==> src/rtl/alu_issue_ctrl.sv <==
// Single-issue ALU front end: operand fetch from an 8x16 register file,
// start/handshake with an external ALU, bounded wait, and result writeback.
module alu_issue_ctrl #(
   parameter int unsigned TIMEOUT = 64
) (
   input  logic        clk,
   input  logic        rst_n,
   input  logic        instr_valid,
   output logic        instr_ready,
   input  logic [5:0]  instr_op,
   input  logic [2:0]  instr_rd,
   input  logic [2:0]  instr_rs,
   input  logic [2:0]  instr_rt,
   input  logic        instr_imm_en,
   input  logic [15:0] instr_imm,
   output logic        alu_bgn,
   output logic [5:0]  alu_opcode,
   output logic [15:0] alu_a,
   output logic [15:0] alu_b,
   input  logic        alu_rdy,
   input  logic [15:0] alu_acc1,
   input  logic [3:0]  alu_flags,
   output logic [3:0]  flags,
   output logic        busy,
   output logic        err_timeout,
   input  logic [2:0]  rf_raddr,
   output logic [15:0] rf_rdata
);

   localparam int unsigned TW = (TIMEOUT > 1) ? $clog2(TIMEOUT) : 1;
   localparam logic [TW-1:0] TCNT_LAST = TW'(TIMEOUT - 1);

   localparam logic [5:0] OP_CMP = 6'd14;
   localparam logic [5:0] OP_TST = 6'd15;
   localparam logic [5:0] OP_NOP = 6'd31;

   typedef enum logic [1:0] {
      IDLE  = 2'd0,
      ISSUE = 2'd1,
      WAIT  = 2'd2,
      WB    = 2'd3
   } state_t;

   state_t        state;
   logic [15:0]   rf [0:7];
   logic [TW-1:0] tcnt;
   logic [5:0]    lat_op;
   logic [2:0]    lat_rd;
   logic [15:0]   lat_res;
   logic [3:0]    lat_flags;
   logic          wr_en;

   // r0 is never written, so it reads as zero without a separate mux.
   assign wr_en = (lat_op != OP_CMP) && (lat_op != OP_TST) &&
                  (lat_op != OP_NOP) && (lat_rd != 3'd0);

   always_ff @(posedge clk or negedge rst_n) begin
      if (!rst_n) begin
         state       <= IDLE;
         for (int unsigned i = 0; i < 8; i++) rf[i] <= '0;
         flags       <= '0;
         alu_bgn     <= 1'b0;
         alu_opcode  <= '0;
         alu_a       <= '0;
         alu_b       <= '0;
         err_timeout <= 1'b0;
         tcnt        <= '0;
         lat_op      <= '0;
         lat_rd      <= '0;
         lat_res     <= '0;
         lat_flags   <= '0;
      end else begin
         case (state)
            IDLE: begin
               if (instr_valid) begin
                  lat_op     <= instr_op;
                  lat_rd     <= instr_rd;
                  alu_opcode <= instr_op;
                  alu_a      <= rf[instr_rs];
                  alu_b      <= instr_imm_en ? instr_imm : rf[instr_rt];
                  alu_bgn    <= 1'b1;
                  state      <= ISSUE;
               end
            end
            ISSUE: begin
               alu_bgn <= 1'b0;
               tcnt    <= '0;
               state   <= WAIT;
            end
            WAIT: begin
               // A ready on the final counted cycle still wins over the abort.
               if (alu_rdy) begin
                  lat_res    <= alu_acc1;
                  lat_flags  <= alu_flags;
                  alu_opcode <= '0;
                  state      <= WB;
               end else if (tcnt == TCNT_LAST) begin
                  err_timeout <= 1'b1;
                  alu_opcode  <= '0;
                  state       <= IDLE;
               end else begin
                  tcnt <= tcnt + 1'b1;
               end
            end
            WB: begin
               if (wr_en) rf[lat_rd] <= lat_res;
               if (lat_op != OP_NOP) flags <= lat_flags;
               state <= IDLE;
            end
            default: state <= IDLE;
         endcase
      end
   end

   assign instr_ready = (state == IDLE);
   assign busy        = (state != IDLE);
   assign rf_rdata    = rf[rf_raddr];

endmodule

==> config.mk <==
export PLATFORM = sky130hd
export DESIGN_NAME = alu_issue_ctrl
export DESIGN_NICKNAME = d
export VERILOG_FILES = /design/src/rtl/alu_issue_ctrl.sv
export SDC_FILE = /design/constraint.sdc
export NUM_CORES = 1
export LEC_CHECK = 0
export ABC_CLOCK_PERIOD_IN_PS = 2100
export BUFFER_PORTS_ARGS = -buffer_cell sky130_fd_sc_hd__buf_4
export CORE_MARGIN = 2
export CORE_UTILIZATION = 54
export DETAILED_ROUTE_END_ITERATION = 16
export GPL_TIMING_DRIVEN = 0
export MAX_ROUTING_LAYER = met4
export PLACE_DENSITY = 0.77
export SLEW_MARGIN = 10
export SYNTH_ARGS = -nofsm -noshare
export SYNTH_HDL_FRONTEND = slang
export SYNTH_SLANG_ARGS = --single-unit
==> constraint.sdc <==
create_clock -name clk -period 2.1 [get_ports clk]
set_clock_uncertainty 0.15 [all_clocks]
set_input_delay 0.105 -clock clk [delete_from_list [all_inputs] [get_ports clk]]
set_output_delay 0.105 -clock clk [all_outputs]
set_load 0.01 [all_outputs]
== Yosys cells after proc, flatten, opt, wreduce, memory -nomap -nowiden ==
Index checks and enable logic that the tools add are counted.
Widths: inputs -> output; s select.

* Word-level logic and storage cells: 87
* Register bits: 209
* Output and inout bits: 62
* Bits of input ports: 59

* Order comparisons: 5
* Reductions and logical operators: 19
* Add/sub/neg operators: 1
* Bitwise logic cells: 5
* Equal/unequal tests: 11
* Muxes and demuxes: 26

{| class="wikitable"
|+ Operators with widths
! operator !! number
|-
| $bmux 16 s3 || 3
|-
| $bwmux 128 || 1
|-
| $mux 16 || 8
|-
| $demux 16 s3 || 1
|-
| $mux 6 || 5
|-
| $pmux 6 s2 || 2
|-
| $ge 4x4->1 const B || 4
|-
| $not 3->4 || 4
|-
| $ne 6x4->1 const B || 2
|-
| $reduce_and 2->1 || 6
|-
| $reduce_and 3->1 || 3
|-
| $pmux 2 s4 || 1
|-
| $reduce_bool 2->1 || 4
|-
| $add 6x1->6 const B || 1
|-
| $eq 6x6->1 const B || 1
|-
| $mux 2 || 3
|-
| $ne 2x2->1 const B || 3
|-
| $ne 6x5->1 const B || 1
|-
| $eq 2x2->1 const B || 2
|-
| $logic_and 1x1->1 || 4
|-
| $lt 4x1->1 const B || 1
|-
| $ne 3x3->1 const B || 1
|-
| $reduce_bool 3->1 || 1
|-
| $eq 2x1->1 const B || 1
|-
| other kinds (4) || 4
|}

== Depth between registers and ports, before layout ==
Gate-level depths: netlist of the first run.

* Depth after elaboration: 6
* Mapped depth: 7
* Gate-level depth less buffers: 5

== Worst setup path after synthesis of the first run ==
No wires, ideal clock.

* Path type: reg-to-reg
* Start: register lat_op[0]
* End: register rf[37] in the netlist's numbering
* Slack: 0.144 ns
* Path buffers: 2
* Arrival time: 1.681 ns
* Setup time: 0.125 ns
* Stages on the path, launching flop included: 7
* Cell sequence: dfrtp_1 -> and2b_1 -> o21ai_2 -> or4b_4 -> buf_6 -> buf_12 -> mux2_4

* Longest elaborated chain between the ends: 5
* Elaborated cells on any way between the ends: 7

{| class="wikitable"
|+ RTL lines
! item !! RTL line !! text
|-
| start, declared || 47 || <nowiki>logic [5:0] lat_op;</nowiki>
|-
| start signal, assigned || 76 || <nowiki>lat_op <= instr_op;</nowiki>
|-
| $ne 6x4->1 || 54 || <nowiki>assign wr_en = (lat_op != OP_CMP) && (lat_op != OP_TST) &&</nowiki>
|-
| $logic_and 1x1->1 || 54 ||
|-
| $logic_and 1x1->1 * || 54 ||
|-
| $logic_and 1x1->1 * || 55 || <nowiki>(lat_op != OP_NOP) && (lat_rd != 3'd0);</nowiki>
|-
| $reduce_and 2->1 (no line) * || -- ||
|-
| end signal, assigned by index || 106 || <nowiki>if (wr_en) rf[lat_rd] <= lat_res;</nowiki>
|-
| end, declared || 45 || <nowiki>logic [15:0] rf [0:7];</nowiki>
|}

Every way passes the cells marked *; elsewhere a longest branch is shown, timed or not.
A chain may end at the register's enable or synchronous reset.

== Worst setup path after layout of the first run ==
* Start: register rf[94] in the netlist's numbering
* End: output port rf_rdata[14]

* Longest elaborated chain between the ends: 3

{| class="wikitable"
|+ RTL lines
! item !! RTL line !! text
|-
| $bmux 16 s3 || 117 || <nowiki>assign rf_rdata = rf[rf_raddr];</nowiki>
|-
| $mux 16 (not written as such) (2 in series) || 117 ||
|-
| end, declared || 27 || <nowiki>output logic [15:0] rf_rdata</nowiki>
|}

Every way passes these cells. The select of a mux whose other input is x is not followed.

==> flow_summary.ini, run 1 <==
[status]
status = finished, violations left
violations = negative setup slack

[sta]
whs_ns = 0.06863
rsz0062_at_grt = true
clock.fmax_ghz = 0.4730
hold_viol = 0
worst_slew_pin_slew_ns = 0.9932
finalMaxSlewViolations = 0
setup_violations = 2
fin_crit_ns = 2.114
fin_tns_setup_ns = -0.01559
timing.final.crit_share_pct = 100.7
setup_slack_ns = -0.01430
slew_headroom_pct = 33.79

[global_routing]
grt_pass1_vias = 8737
antenna_found_initial = 0
grt_overflow = 0
grt_max_degree = 110
grt_util_all_layers_pct = 31.83
grt_pass1_wl_um = 51110

[critical_path]
worstSetupStartpointType = flip-flop
critPathMaxStageDelay_ns = 0.49
arrival_ns = 1.86
worst_path_max_delay_cell = mux4_2
crit_type = reg2out
path_cells = mux4_2 > mux2_4 > buf_6
r2r_slack_ns = 0.03
path_max_fanout = 3
r2r_start = lat_op[5]
r2r-end = rf[22]
critPathLaunch = rf[94]
crit_required_ns = 1.85
endpoint_kind = output port
rr_worst_depth = 6

[job]
maxCapViolCount = 0

[power_and_ir_drop]
p_per_area_nw_per_um2 = 1272
pwr-share-comb_pct = 38.3
p_sw_mw = 6.279
swShare_pct = 34.35
sequentialPowerShare_pct = 38.7
power.leakage_nw = 6.926
clock_power_share_pct = 23.0
p_int_mw = 12.00
irDropWorstVdd_v = 0.0007800

[placement]
io_buffers = 116
dp_cells = 1289
dpl.hpwl_um = 20980
gp_congestion = 0.9148
place_area_sq_um = 12340

[routing]
wl_per_cell_um = 23.77
drt_iter0_drc = 940
dr.pass1.iters = 6
routed_wl_um = 34460
vias_per_cell = 6.243
antenna_left = 0
via_count = 9052
drc = 0

[logic_synthesis]
yosysSeqAreaShare_pct = 47.12
yosysUniqueCellTypes = 49
synth-edff-count = 0
ys.flop_type = dfrtp_1
yosys-top-cells-area = dfrtp_1 (47%), mux2_2 (13%), mux2i_1 (12%), mux4_2 (6.5%), a22oi_1 (3.1%)
yosys_warnings = 0
synth-seq-cells = 209
synth_top_area_share_pct = 47.12
yosys.area.top_type = dfrtp_1
async_flop_share_pct = 100.0
syn-instance-count = 902
syn_area_sq_um = 11100
synth_area_per_cell_sq_um = 12.31
synth_nets = 962

[clock_network]
cts_buffer_depth = 3
cts-root-buf = clkbuf_16
clkSlewWorstSetupHoldPaths_ns = 0.07
clock_latency_ns = 0.51
tritoncts = done
clock_sinks = 209
cts_max_level = 1
cts_made_buffers = 23

[layout]
final_util_pct = 71.01
antenna_cells = 0
nNetsFinal = 1225
layout_commonest_cell = dfrtp_1
mostFrequentLayoutCells = dfrtp_1 (209), buf_4 (193), mux2i_1 (128)
synthToLayoutAreaGrowth_pct = 29.44
drive_gt1_share_pct = 40.25
fin_cells = 1450
final_area_sq_um = 14370

[die]
die_h_um = 147.4
row_count = 52
die_w_um = 147.4
initial_core_util_pct = 54.85
coreArea_sq_um = 20230
dieArea_sq_um = 21720
ios = 121

[min_path]
hold_path_class = in2async
[layout make-up]
| class | count | area (sq um) |
|---|---|---|
| plain buffers | 74 | 401.6 |
| fillers | 1381 | 5867 |
| clock inverters | 10 | 133.9 |
| inverters | 4 | 15.01 |
| clock buffers | 30 | 641.9 |
| well taps | 270 | 337.8 |
| repair buffers | 243 | 2008 |
| multi-input cells | 610 | 5599 |
| flip-flops and latches | 209 | 5230 |
[power by group through the flow]
stage | Sequential, mW | Clock, mW | Combinational, mW
6_report | 7.07 | 4.20 | 7.00
2_1_floorplan | 6.87 | 0 | 3.69
4_1_cts | 7.07 | 4.21 | 6.15
5_1_grt | 7.27 | 4.39 | 7.49
3_3_place_gp | 7.11 | 0 | 5.53
3_5_place_dp | 7.20 | 0 | 5.70
[metal layers]
| metal | vias to the layer above | track usage [%] | wire length, um |
|---|---|---|---|
| li1 | 3862 | - | - |
| met1 | 4520 | 40.44 | 13340 |
| met2 | 559 | 49.49 | 15770 |
| met3 | 111 | 7.747 | 3589 |
| met4 | 0 | 13.13 | 1768 |
| met5 | - | - | 0 |
[repair_timing]
action | CTS | global route
setup buffers | 20 | 57
gates resized for setup | 30 | 39
endpoints found under the setup margin | 143 | 136
hold buffers | 49 | 0
pin swaps | 1 | 4
endpoints found under the hold margin | 166 | 0
cloned | 0 | 0
[through the flow]
stage	total power [mW]	worst slack, ns
finish	18.28	-0.01430
global placement	12.65	-0.6783
floorplan	10.56	0.1441
CTS	17.43	-0.3856
global route	19.15	-0.02758
detailed placement	12.89	-0.5269
[worst max path at each step]
stage                              end  slack (ns)  depth (start not counted)
after global routing      rf_rdata[11]       -0.03                          3
after floorplan                 rf[37]        0.14                          6
final                     rf_rdata[14]       -0.01                          3
after CTS                       rf[87]       -0.39                          5
after global placement        flags[0]       -0.68                          1
after detailed placement       rf[108]       -0.53                          5
[registers in the layout (all words and copies together), names as in the netlist, 4 cells and up]
name        cells
rf            128
lat_op          6
lat_res        16
flags           4
lat_flags       4
alu_a          16
alu_b          16
tcnt            6
alu_opcode      6
[worst max-delay path, delay by kind of cell, from the launching register on]
family,cells,cell delay (ns)
buffers and inverters,1,0.12
flip-flops,1,0.42
multiplexers,2,0.80
[synth_stat cells (2+ instances only)]
cell       instances
and2_1             4
nand2b_1           3
and4b_1            2
o22ai_1           18
buf_4              4
a21oi_1           13
o21bai_1           2
clkbuf_1          44
nand3_1           39
mux2_4            20
nand2_1           76
nor3_1            21
nand4_1            2
mux4_2            32
a22oi_1           46
nor2b_1           12
buf_6              2
mux2i_1          128
nor3b_1            9
or2_2              2
dfrtp_1          209
nor2_1            19
o2bb2ai_1          6
buf_1              3
o211ai_1           3
inv_1              4
a311oi_1           2
mux2_2           132
buf_2             25
[kinds of logic after synthesis]
| family | Yosys count | synth area share, % |
|---|---|---|
| and+or+nand+nor | 200 | 8.951 |
| buffers and inverters | 83 | 3.506 |
| DFF | 209 | 47.12 |
| adders and majority gates | 1 | 0.1127 |
| AOI/OAI and AO/OA | 97 | 6.177 |
| muxes | 312 | 34.13 |
Note: power is estimated with default switching activity, not from simulation.
==> run 2: changes to the inputs <==
- ABC_CLOCK_PERIOD_IN_PS: 2100 -> 2700
- CORE_UTILIZATION: 54 -> 50
- PLACE_DENSITY: 0.77 -> 0.7
- clock period: 2.1 -> 2.7 ns (I/O delays scaled with it)
==> flow_summary.ini, run 2 (synthesis results as in run 1) <==
[critical_path]
rr_worst_depth = 7
worstSetupStartpointType = flip-flop
arrival_ns = 2.88
path_max_fanout = 10
path_cells = buf_4 > nor2_1 > and2_1 > clkbuf_1 > clkbuf_1 > nand3_1 > nand2_1
crit_required_ns = 3.00
endpoint_kind = flip-flop
worst_path_max_delay_cell = clkbuf_1
crit_type = reg2reg
critPathMaxStageDelay_ns = 0.67
worst_path_most_repeated_cell = clkbuf_1

[layout]
layout_commonest_cell = dfrtp_1
mostFrequentLayoutCells = dfrtp_1 (209), mux2_2 (132), mux2i_1 (128)
drive_gt1_share_pct = 34.26
num-fill-cells = 1778
largest_register = rf
antenna_cells = 0
fin_cells = 1395
seqCellArea_sq_um = 5230
largest_reg_flops = 128
nNetsFinal = 1158
synthToLayoutAreaGrowth_pct = 23.24
multi_input_area_sq_um = 5480

[die]
coreArea_sq_um = 21820
dieArea_sq_um = 23410
initial_core_util_pct = 50.86
die_w_um = 153.0
ios = 121
row_count = 54
die_h_um = 153.0

[power_and_ir_drop]
power_mw = 13.45
power.leakage_nw = 6.473
irDropWorstVdd_v = 0.0006075
p_per_area_nw_per_um2 = 983.3

[sta]
fin_crit_ns = 2.579
setup_violations = 0
hold_viol = 0
timing.final.crit_share_pct = 95.51
worst_slew_pin_slew_ns = 0.9727
slew_headroom_pct = 35.15
setup_slack_ns = 0.1214
finalMaxSlewViolations = 0
rsz0062_at_grt = false
clock.fmax_ghz = 0.3878

[clock_network]
post_cts_resized = 0
clkSlewWorstSetupHoldPaths_ns = 0.06
cts_max_level = 1
cts-root-buf = clkbuf_16
cts_buffer_depth = 3
clock_latency_ns = 0.52
cts_made_buffers = 24
tritoncts = done
clock_sinks = 209

[placement]
gp_congestion = 0.8853
dp_cells = 1299
dpl.hpwl_um = 21400
io_buffers = 116
dp_slack_ns = 0.09532

[status]
status = completed

[global_routing]
grt_util_all_layers_pct = 29.10
antenna_found_initial = 0
grt_overflow = 0
grt_pass1_wl_um = 50960
grt_max_degree = 113
grt_pass1_vias = 8531

[job]
maxCapViolCount = 0

[routing]
dr.pass1.iters = 6
drt_iter0_drc = 906
routed_wl_um = 33180
antenna_left = 0
drc = 0
wl_per_cell_um = 23.78
via_count = 8535
vias_per_cell = 6.118

[min_path]
hold_path_class = in2async
==> run 2: changes by cell type in the layout (fill, tap and decap cells not counted), moves of 3 or more <==
cell	change
buf_2	+12
buf_4	-73
buf_6	-8
clkbuf_1	+12
clkbuf_2	-7
clkbuf_4	-4
dlygate4sd3_1	+3
mux2_2	+12
mux2_4	-12
nor2_1	+4
nor2_2	-3
nor3_1	+6
nor3_2	-3
nor3_4	-3
==> run 2: final timing paths <==
check                             from    endpoint  slack, ns
hold reg to reg              lat_op[5]   lat_op[5]       0.32
setup reg to reg              state[1]   alu_a[12]       0.12
max in group asynchronous        rst_n    alu_a[2]       1.27
min in group clk           instr_rs[0]    alu_a[3]       0.10
hold / removal                   rst_n  lat_res[7]       0.09
setup / recovery              state[1]   alu_a[12]       0.12
==> run 2: critical path, delay by kind of cell (launching register included) <==
family        cells  cell delay (ns)
buf+inv           3             1.07
flops             1             0.36
simple gates      4             0.92
==> run 2: area by class of cell <==
type	count	share of cell area, %
tap	280	2.561
multi-input combinational	610	40.06
clock buffer	32	4.985
clock inverter	11	0.8323
sequential	209	38.23
buffer	79	2.735
inverter	4	0.1098
timing repair buffer	170	10.48
==> run 2: timing repair <==
| action | 4_1_cts | 5_1_grt |
|---|---|---|
| setup buffers | 0 | 1 |
| hold buffers | 52 | 0 |
| endpoints found under the setup margin | 0 | 10 |
| endpoints found under the hold margin | 154 | 0 |
==> run 2: metrics by stage <==
stage | util [%] | setup TNS (ns) | cell area (sq um) | hold slack [ns]
2_1_floorplan | - | 0 | 11100 | -0.3106
3_3_place_gp | 56.46 | -31.72 | 12320 | 0.1795
3_5_place_dp | 56.62 | 0 | 12360 | 0.07758
4_1_cts | 62.65 | 0 | 13670 | 0.09207
5_1_grt | 62.68 | 0 | 13680 | 0.1487
6_report | 62.68 | 0 | 13680 | 0.08923
==> run 2: metal layers <==
layer | vias up | share of wire, % | track usage (%)
met5 | - | 0 | -
li1 | 3731 | - | -
met3 | 73 | 8.1 | 5.302
met2 | 398 | 47 | 44.31
met1 | 4333 | 42 | 40.14
met4 | 0 | 2.8 | 8.907
==> run 2: report_power, final <==
part / total, mW / leakage (nW) / internal, mW / switching [mW]
Sequential: 5.62 / 2.69 / 4.34 / 1.28
Clock: 3.30 / 0.391 / 1.96 / 1.33
Combinational: 4.53 / 3.39 / 2.49 / 2.04
Total: 13.5 / 6.47 / 8.79 / 4.66
